**src/rtl/bnn_pkg.sv**
```systemverilog
// bnn_pkg: state-bus codes shared with the layer engines, default sizes, sequencer FSM encoding.
// Contents: BUS_* codes (000-101), DEF_N_PIXELS/DEF_LOAD_WIDTH/DEF_CLASS_W, fsm_e, bus_code().
package bnn_pkg;
   localparam logic [2:0] BUS_IDLE   = 3'b000;
   localparam logic [2:0] BUS_LOAD   = 3'b001;
   localparam logic [2:0] BUS_L1     = 3'b010;
   localparam logic [2:0] BUS_L2     = 3'b011;
   localparam logic [2:0] BUS_L3     = 3'b100;
   localparam logic [2:0] BUS_RESULT = 3'b101;
   localparam int DEF_N_PIXELS   = 784;
   localparam int DEF_LOAD_WIDTH = 8;
   localparam int DEF_CLASS_W    = 4;
   typedef enum logic [2:0] {S_IDLE, S_CLEAR, S_LOAD, S_L1, S_L2, S_L3, S_RESULT} fsm_e;
   // CLEAR shares the IDLE code so the layers see nothing until LOAD starts.
   function automatic logic [2:0] bus_code(input fsm_e s);
      return s == S_LOAD ? BUS_LOAD : s == S_L1 ? BUS_L1 : s == S_L2 ? BUS_L2 :
             s == S_L3 ? BUS_L3 : s == S_RESULT ? BUS_RESULT : BUS_IDLE;
   endfunction
endpackage

```
**src/rtl/bnn_sequencer_if.sv**
```systemverilog
// bnn_sequencer_if: pixel-beat load stream into the sequencer.
// Signals: load_valid/load_data from the image source, load_ready back; master = source, slave = sequencer.
interface bnn_sequencer_if #(parameter int LOAD_WIDTH = bnn_pkg::DEF_LOAD_WIDTH);
   logic                  load_valid;
   logic [LOAD_WIDTH-1:0] load_data;
   logic                  load_ready;
   modport master (output load_valid, load_data, input load_ready);
   modport slave (input load_valid, load_data, output load_ready);
endinterface

```
**src/rtl/bnn_watchdog.sv**
```systemverilog
// bnn_watchdog: counts cycles spent in one layer state and flags the last permitted cycle.
// Ports: clk, rst_n (async, active-low); clr restarts the count; en counts one cycle;
// expired is high during the TIMEOUT_CYCLES-th cycle since the last clear.
module bnn_watchdog import bnn_pkg::*; #(parameter int TIMEOUT_CYCLES = 65535) (
   input  logic clk,
   input  logic rst_n,
   input  logic clr,
   input  logic en,
   output logic expired
);
   localparam int W = $clog2(TIMEOUT_CYCLES + 1);
   logic [W-1:0] cnt_q, cnt_d;
   assign expired = cnt_q >= W'(TIMEOUT_CYCLES - 1);
   always_comb cnt_d = clr ? '0 : (en && !expired) ? cnt_q + 1'b1 : cnt_q;
   always_ff @(posedge clk or negedge rst_n)
      if (!rst_n) cnt_q <= '0;
      else cnt_q <= cnt_d;
endmodule

```
**src/rtl/bnn_sequencer.sv**
```systemverilog
// bnn_sequencer: loads a binary image beat by beat, then steps the layer engines via the state bus.
// Ports: clk, rst_n (async, active-low), start, ld (load stream slave), pixels, state, layer_clr_n,
// l1/l2/l3_done, class_in, result, result_valid, busy, error; perf_cycles when BNN_SEQ_PERF_EN is defined.
module bnn_sequencer import bnn_pkg::*; #(
   parameter int N_PIXELS       = DEF_N_PIXELS,
   parameter int LOAD_WIDTH     = DEF_LOAD_WIDTH,
   parameter int TIMEOUT_CYCLES = 65535,
   parameter int CLASS_W        = DEF_CLASS_W
) (
   input  logic                clk,
   input  logic                rst_n,
   input  logic                start,
   bnn_sequencer_if.slave      ld,
   output logic [N_PIXELS-1:0] pixels,
   output logic [2:0]          state,
   output logic                layer_clr_n,
   input  logic                l1_done,
   input  logic                l2_done,
   input  logic                l3_done,
   input  logic [CLASS_W-1:0]  class_in,
   output logic [CLASS_W-1:0]  result,
   output logic                result_valid,
   output logic                busy,
   output logic                error
`ifdef BNN_SEQ_PERF_EN
   ,output logic [31:0]        perf_cycles
`endif
);
   localparam int N_BEATS = N_PIXELS / LOAD_WIDTH;
   localparam int BW = $clog2(N_BEATS + 1);
   fsm_e fsm_q, fsm_d;
   logic [BW-1:0] beat_q, beat_d;
   logic [N_PIXELS-1:0] pix_q, pix_d;
   logic [CLASS_W-1:0] res_q, res_d;
   logic [2:0] bus_q, bus_d;
   logic rv_q, rv_d, err_q, err_d, ready_q, ready_d, busy_q, busy_d, clr_n_q, clr_n_d;
   logic expired, in_layer, accept;
   assign in_layer = fsm_q inside {S_L1, S_L2, S_L3};
   assign accept = fsm_q == S_IDLE && start;
   always_comb begin
      fsm_d = fsm_q;
      beat_d = beat_q;
      pix_d = pix_q;
      res_d = res_q;
      rv_d = rv_q;
      err_d = err_q;
      case (fsm_q)
         S_IDLE: if (start) begin
            fsm_d = S_CLEAR;
            rv_d = 1'b0;
            err_d = 1'b0;
         end
         S_CLEAR: begin
            fsm_d = S_LOAD;
            pix_d = '0;
            beat_d = '0;
         end
         S_LOAD: if (ld.load_valid && ready_q) begin
            pix_d[beat_q*LOAD_WIDTH +: LOAD_WIDTH] = ld.load_data;
            beat_d = beat_q + 1'b1;
            fsm_d = beat_q == BW'(N_BEATS - 1) ? S_L1 : S_LOAD;
         end
         // A done flag wins over expiry on the last permitted cycle.
         S_L1: fsm_d = l1_done ? S_L2 : expired ? S_IDLE : S_L1;
         S_L2: fsm_d = l2_done ? S_L3 : expired ? S_IDLE : S_L2;
         S_L3: fsm_d = l3_done ? S_RESULT : expired ? S_IDLE : S_L3;
         S_RESULT: begin
            fsm_d = S_IDLE;
            res_d = class_in;
            rv_d = 1'b1;
         end
         default: fsm_d = S_IDLE;
      endcase
      err_d = err_d | (in_layer && fsm_d == S_IDLE);
      // Outputs are registered from the next state so they line up with the FSM.
      bus_d = bus_code(fsm_d);
      ready_d = fsm_d == S_LOAD;
      busy_d = fsm_d != S_IDLE;
      clr_n_d = fsm_d != S_CLEAR;
   end
   always_ff @(posedge clk or negedge rst_n)
      if (!rst_n) begin
         fsm_q <= S_IDLE;
         beat_q <= '0;
         pix_q <= '0;
         res_q <= '0;
         bus_q <= BUS_IDLE;
         rv_q <= 1'b0;
         err_q <= 1'b0;
         ready_q <= 1'b0;
         busy_q <= 1'b0;
         clr_n_q <= 1'b1;
      end else begin
         fsm_q <= fsm_d;
         beat_q <= beat_d;
         pix_q <= pix_d;
         res_q <= res_d;
         bus_q <= bus_d;
         rv_q <= rv_d;
         err_q <= err_d;
         ready_q <= ready_d;
         busy_q <= busy_d;
         clr_n_q <= clr_n_d;
      end
   bnn_watchdog #(.TIMEOUT_CYCLES(TIMEOUT_CYCLES)) u_wdog (
      .clk(clk), .rst_n(rst_n), .clr(fsm_d != fsm_q), .en(in_layer), .expired(expired)
   );
`ifdef BNN_SEQ_PERF_EN
   logic [31:0] perf_q, perf_d;
   // busy_q drops on the edge result_valid rises or a timeout lands, which freezes the count.
   always_comb perf_d = accept ? '0 : (busy_q && perf_q != '1) ? perf_q + 32'd1 : perf_q;
   always_ff @(posedge clk or negedge rst_n)
      if (!rst_n) perf_q <= '0;
      else perf_q <= perf_d;
   assign perf_cycles = perf_q;
`else
   logic unused_accept;
   assign unused_accept = accept;
`endif
   assign ld.load_ready = ready_q;
   assign pixels = pix_q;
   assign state = bus_q;
   assign layer_clr_n = clr_n_q;
   assign result = res_q;
   assign result_valid = rv_q;
   assign busy = busy_q;
   assign error = err_q;
endmodule

```
**src/flat_wrapper.sv**
```systemverilog
// flat-port wrapper written by rule: the top's interface ports become plain ports
module bnn_sequencer_flat import bnn_pkg::*;
#(
   parameter int N_PIXELS       = DEF_N_PIXELS,
   parameter int LOAD_WIDTH     = DEF_LOAD_WIDTH,
   parameter int TIMEOUT_CYCLES = 65535,
   parameter int CLASS_W        = DEF_CLASS_W
)
  (clk, rst_n, start, pixels, state, layer_clr_n, l1_done, l2_done, l3_done, class_in, result, result_valid, busy, error, ld_load_valid, ld_load_data, ld_load_ready);
  bnn_sequencer_if #(.LOAD_WIDTH(LOAD_WIDTH)) ld_i ();
  input  logic clk;
  input  logic rst_n;
  input  logic start;
  output logic [N_PIXELS-1:0] pixels;
  output logic [2:0] state;
  output logic layer_clr_n;
  input  logic l1_done;
  input  logic l2_done;
  input  logic l3_done;
  input  logic [CLASS_W-1:0] class_in;
  output logic [CLASS_W-1:0] result;
  output logic result_valid;
  output logic busy;
  output logic error;
  input wire logic [$bits(ld_i.load_valid)-1:0] ld_load_valid;
  input wire logic [$bits(ld_i.load_data)-1:0] ld_load_data;
  output wire logic [$bits(ld_i.load_ready)-1:0] ld_load_ready;
  assign ld_i.load_valid = ld_load_valid;
  assign ld_i.load_data = ld_load_data;
  assign ld_load_ready = ld_i.load_ready;
  bnn_sequencer #(.N_PIXELS(N_PIXELS), .LOAD_WIDTH(LOAD_WIDTH), .TIMEOUT_CYCLES(TIMEOUT_CYCLES), .CLASS_W(CLASS_W)) u_core (.clk(clk), .rst_n(rst_n), .start(start), .ld(ld_i), .pixels(pixels), .state(state), .layer_clr_n(layer_clr_n), .l1_done(l1_done), .l2_done(l2_done), .l3_done(l3_done), .class_in(class_in), .result(result), .result_valid(result_valid), .busy(busy), .error(error));
endmodule
```
**config.mk**
```make
export PLATFORM = sky130hd
export DESIGN_NAME = bnn_sequencer_flat
export DESIGN_NICKNAME = d
export VERILOG_FILES = /design/src/rtl/bnn_pkg.sv /design/src/rtl/bnn_sequencer_if.sv /design/src/rtl/bnn_watchdog.sv /design/src/rtl/bnn_sequencer.sv /design/src/flat_wrapper.sv
export SDC_FILE = /design/constraint.sdc
export NUM_CORES = 2
export LEC_CHECK = 0
export CAP_MARGIN = 0
export CORE_AREA = 2 2 320 322
export CTS_CLUSTER_DIAMETER = 80
export DETAILED_ROUTE_END_ITERATION = 16
export DIE_AREA = 0 0 322 324
export PLACE_DENSITY_LB_ADDON = 0.25
export SKIP_CTS_REPAIR_TIMING = 1
export SYNTH_ARGS = -nofsm -noshare
export SYNTH_HDL_FRONTEND = slang
export SYNTH_HIERARCHICAL = 1
export SYNTH_SLANG_ARGS = --single-unit
export TNS_END_PERCENT = 5
```
**constraint.sdc**
```tcl
create_clock -name clk -period 4.2 [get_ports clk]
set_clock_uncertainty 0.05 [all_clocks]
set_input_delay 0.63 -clock clk [delete_from_list [all_inputs] [get_ports clk]]
set_output_delay 0.63 -clock clk [all_outputs]
set_load 0.05 [all_outputs]
```
# Yosys cells after proc, flatten, opt, wreduce, memory -nomap -nowiden
# Index checks and enable logic that the tools add are counted.
# totals
reg_bits	822
input_bits	19
# classes
addsub	3
shifts	2
bitwise	1
n_reduce_logical	13
eq_ne	16
muxes	26
n_lt_le_gt_ge	1
# ops
op	count
784-bit one-hot mux with 2 select lines	1
784-bit bitwise mux	1
784-bit 2-to-1 mux	1
8-bit by 34-bit variable shift with 784-bit output, first input constant	1
8-bit by 34-bit variable part select with 784-bit output	1
3-bit 2-to-1 mux	12
10-bit negation with 34-bit output	1
16-bit 2-to-1 mux	2
3-bit equality test, second input constant	6
3-bit one-hot mux with 6 select lines	1
16-bit by 1-bit adder with 16-bit output, second input constant	1
16-bit greater-or-equal comparator, second input constant	1
7-bit one-hot mux with 2 select lines	1
3-bit by 2-bit equality test with 1-bit output, second input constant	4
7-bit by 1-bit adder with 7-bit output, second input constant	1
7-bit equality test, second input constant	1
7-bit 2-to-1 mux	1
3-bit zero test	2
2-bit nonzero test	3
3-bit nonzero test	2
1-bit 2-to-1 mux	4
2-bit AND reduction	2
3-bit by 1-bit equality test with 1-bit output, second input constant	1
1-bit logical AND	3
8 further kinds	8

# Depth between registers and ports, before layout
# logic_depth
depth_word	10
mapped_depth	15
depth_no_buf	14

# Modules after synthesis
# The synthesis kept the hierarchy.
# by_module_without_submodules
module	n_inst	cells_each	seq_area_each_um2	area_per_inst_um2
bnn_sequencer	1	2828	20170.6	32212.1
bnn_watchdog	1	100	400.4	923.4

# Worst setup path before layout
# No wires, ideal clock.
# synth_timing
path_kind	reg2reg
from	register u_core.beat_q[0]
to	register u_core.pix_q[686] (netlist: u_core/pixels[686])
path_slack_ns	0.911
path_stages_with_launch	16
t_arrival_ns	3.156
setup_ns	0.083
synth_period_minus_slack_ns	3.289
t_required_ns	4.067
path_cell_list	dfrtp_1 buf_2 inv_1 ha_1 clkbuf_1 nor3b_1 ha_1 a211oi_1 and3_1 clkbuf_1 and2_1 buf_2 nand2_1 buf_2 buf_2 o21ai_0
# synth_between
elab_chain_len	5
word_cells_on_any_way	6
cone_classes	add/sub: 1; shift: 2; mux: 3
# synth_lines
element	line	text
from (decl)	bnn_sequencer.sv:32	logic [BW-1:0] beat_q, beat_d;
from (signal assigned)	bnn_sequencer.sv:95	beat_q <= beat_d;
10-bit negation with 34-bit output *	bnn_sequencer.sv:59	pix_d[beat_q*LOAD_WIDTH +: LOAD_WIDTH] = ld.load_data;
8-bit by 34-bit variable part select with 784-bit output / 8-bit by 34-bit variable shift with 784-bit output (equally long branches)	bnn_sequencer.sv:59	
784-bit bitwise mux *	bnn_sequencer.sv:59	
784-bit 2-to-1 mux *	bnn_sequencer.sv:58	S_LOAD: if (ld.load_valid && ready_q) begin
784-bit one-hot mux with 2 select lines *	bnn_sequencer.sv:47	case (fsm_q)
to (signal assigned)	bnn_sequencer.sv:96	pix_q <= pix_d;
to (decl)	bnn_sequencer.sv:33	logic [N_PIXELS-1:0] pix_q, pix_d;
# Every way passes the cells marked *; elsewhere a longest branch is shown, timed or not. The select of a mux whose other input is x is not followed.
# A chain may end at the register's enable or synchronous reset.

# Final worst setup path
# layout_timing
from	register u_core.beat_q[1]
to	register u_core.pix_q[611] (netlist: u_core/pixels[611])
# The elaborated chain is that of the path after synthesis.

==> flow_summary.toml <==
[yosys]
ys_seq_area_share_pct = 62.08
yosys.cell_count.top_type = "dfrtp_1"
synthTopCellsByArea = "dfrtp_1 (62%), nand2_1 (7.4%), o31ai_1 (4.4%)"
ys_types = 82
postSynth.asyncResetShare_pct = 100.0
synth.avg_cell_area_um2 = 11.32
syn_inst = 2928
yosysTopAreaCell = "dfrtp_1"
yosys_warnings = 6
syn_area_um2 = 33140
synthFlopType = "dfrtp_1"
yosys.area.top_type_share_pct = 62.00
syn-num-nets = 2953
ys_top_cells_by_count = "dfrtp_1 (821), nand2_1 (653), o21ai_0 (259)"
ys_ff_latch = 822
synth-edff-count = 0

[drt]
totalWireLength_mm = 141.6
ant_nets = 0
wl_per_cell_um = 27.72
drtIter0Drc = 2478
viasPerCell = 5.507
firstDrtPassIters = 6
drc = 0
vias = 28140

[power]
p_leak_nw = 18.80
vdd_drop_max_mv = 0.3909
cellPowerDensity_nw_per_um2 = 473.2
finalPower_mw = 21.79

[floorplanning]
die_w_um = 322
rows = 117
initial_core_util_pct = 32.80
die_h_um = 324
core_area_um2 = 101000
io_pins = 815
dieArea_um2 = 104300

[setup_path]
crit_path_end_kind = "flip-flop"
start_kind = "flip-flop"
critPathArrivalTime_ps = 4340
required_ps = 4720
rr_worst_depth = 7
path_cells = "inv_1, ha_1, nor3b_2, xnor2_1, and3_1, nand2_1, o2bb2ai_1"
cpMaxStageDelayCell = "and3_1"
max_stage_delay_ps = 1090
cp_max_fo = 12
critical_path_class = "reg -> reg"

[sta]
finalHoldViolCount = 0
slew_violations = 0
fin_setup_tns_ps = 0
setup_viol = 0
clock.fmax_ghz = 0.2614
relSlewSlack_pct = 21.22
worstMarginPinSlew_ps = 1182
fin_crit_sh_pct = 91.10
min_period_ps = 3826
rsz0062_at_grt = "no"

[clock_tree]
cts.sinks = 822
cts_tree = "yes"
clkTransAtPathRegs_ps = 60
cts_buffers = 92
clkLatencyLatePin_ps = 660
cts-root-buf = "clkbuf_16"
h-tree-depth = 3
clockBufferDepth = 3

[placed_design]
place_congestion = 0.8740
dp_hpwl_mm = 101.0
portBuffers = 814

[grt]
grt_max_degree = 94
grt_pass1_vias = 27460
grt_pass1_wl_mm = 202.2
grt_usage_pct = 26.49
antenna_found_initial = 5
grt-ovfl-total = 0

[worst_hold_path]
hold_class = "in -> reg"
hold_depth = 3

[cells_and_area]
finalNetCount = 3756
fin_util_pct = 45.59
area_growth_pct = 38.96
drive_gt1_share_pct = 9.218

[run_status]
status = "finished, final reports clean"

[flow_run]
cap_violations = 0
## flip-flops by register name (all words and copies together) (netlist names), 3 cells and up
register,count
u_core/fsm_q,3
u_core/result,4
u_core/pixels,784
u_core/u_wdog/cnt_q,16
u_core/state,3
u_core/beat_q,7
## layout make-up
class | count | area, um^2
diodes | 4 | 10.01
clock buffers | 136 | 2721
clock inverters | 24 | 280.3
fillers | 9489 | 54960
inverters | 12 | 45.04
multi-input cells | 1896 | 11760
flip-flops and latches | 822 | 20570
well taps | 1309 | 1638
repair buffers | 907 | 9024
## routing by layer
metal	up-vias	wire [um]	GRT usage, %
met2	1237	64910	40.62
met5	-	27	0
met4	4	6806	12.82
li1	12370	-	-
met3	269	11050	6.687
met1	14260	58850	35.02
## worst max-delay path: cells and delay by family, from the launching register on
family          cells  cell delay [ps]
buf+inv             1              110
fa+ha+maj           1              210
xor+xnor            1              890
simple gates        3             1770
compound gates      1              280
flops               1              410
## report_power, final
part | total [mW] | switching (mW) | internal [mW]
clock network | 8.08 | 3.30 | 4.77
registers | 8.19 | 0.136 | 8.05
logic | 5.52 | 4.31 | 1.21
total | 21.8 | 7.75 | 14.0
## cell families (layout without fill, tap and decap cells)
| logic type | count (synthesis) | after routing | synth area share, % |
|---|---|---|---|
| AO/OA/AOI/OAI | 943 | 943 | 22.00 |
| XOR/XNOR | 7 | 7 | 0.1850 |
| adder cells (fa/ha/maj) | 6 | 6 | 0.2266 |
| buffers and inverters | 210 | 1079 | 2.840 |
| flip-flops | 822 | 822 | 62.08 |
| multiplexers | 17 | 17 | 0.5702 |
| other | 0 | 4 | 0 |
| AND/OR/NAND/NOR | 923 | 923 | 12.10 |
## stage by stage
stage	hold WS, ps	cell area (um^2)	setup WS (ps)	std cells
after floorplan	284.4	33140	911.3	2928
after global placement	410.5	43030	494.6	4945
after detailed placement	414.5	43030	450.8	4945
after CTS	-111.0	46030	415.9	5105
after global routing	393.6	46040	63.83	5106
final	402.4	46050	373.9	5110
## placed cells by master, fill, tap and decap left out, drive strengths merged, types with 14 or more instances in the layout
cell and instances:
clkdlybuf4s50 806, a31oi 61, o2bb2ai 106, clkbuf 136, nor2 64, dfrtp 821, mux2 15, nor3 14
o21ai 278, a32o 131, o31ai 206, and2 31, buf 100, nand3 68, a22o 80, nand2 653
and3 17, inv 15, a21oi 45, nand4 16
## path summary, 6_finish.rpt
check / start / end / slack (ps)
max: u_core/beat_q[1] / u_core/pixels[611] / 370
min: ld_load_data[2] / u_core/pixels[394] / 400
max reg2reg: u_core/beat_q[1] / u_core/pixels[611] / 370
min reg2reg: u_core/pixels[430] / u_core/pixels[430] / 420
max in group asynchronous: rst_n / u_core/pixels[11] / 2570
min in group asynchronous: rst_n / u_core/pixels[411] / 500
Power figures use the tool's default switching activity.
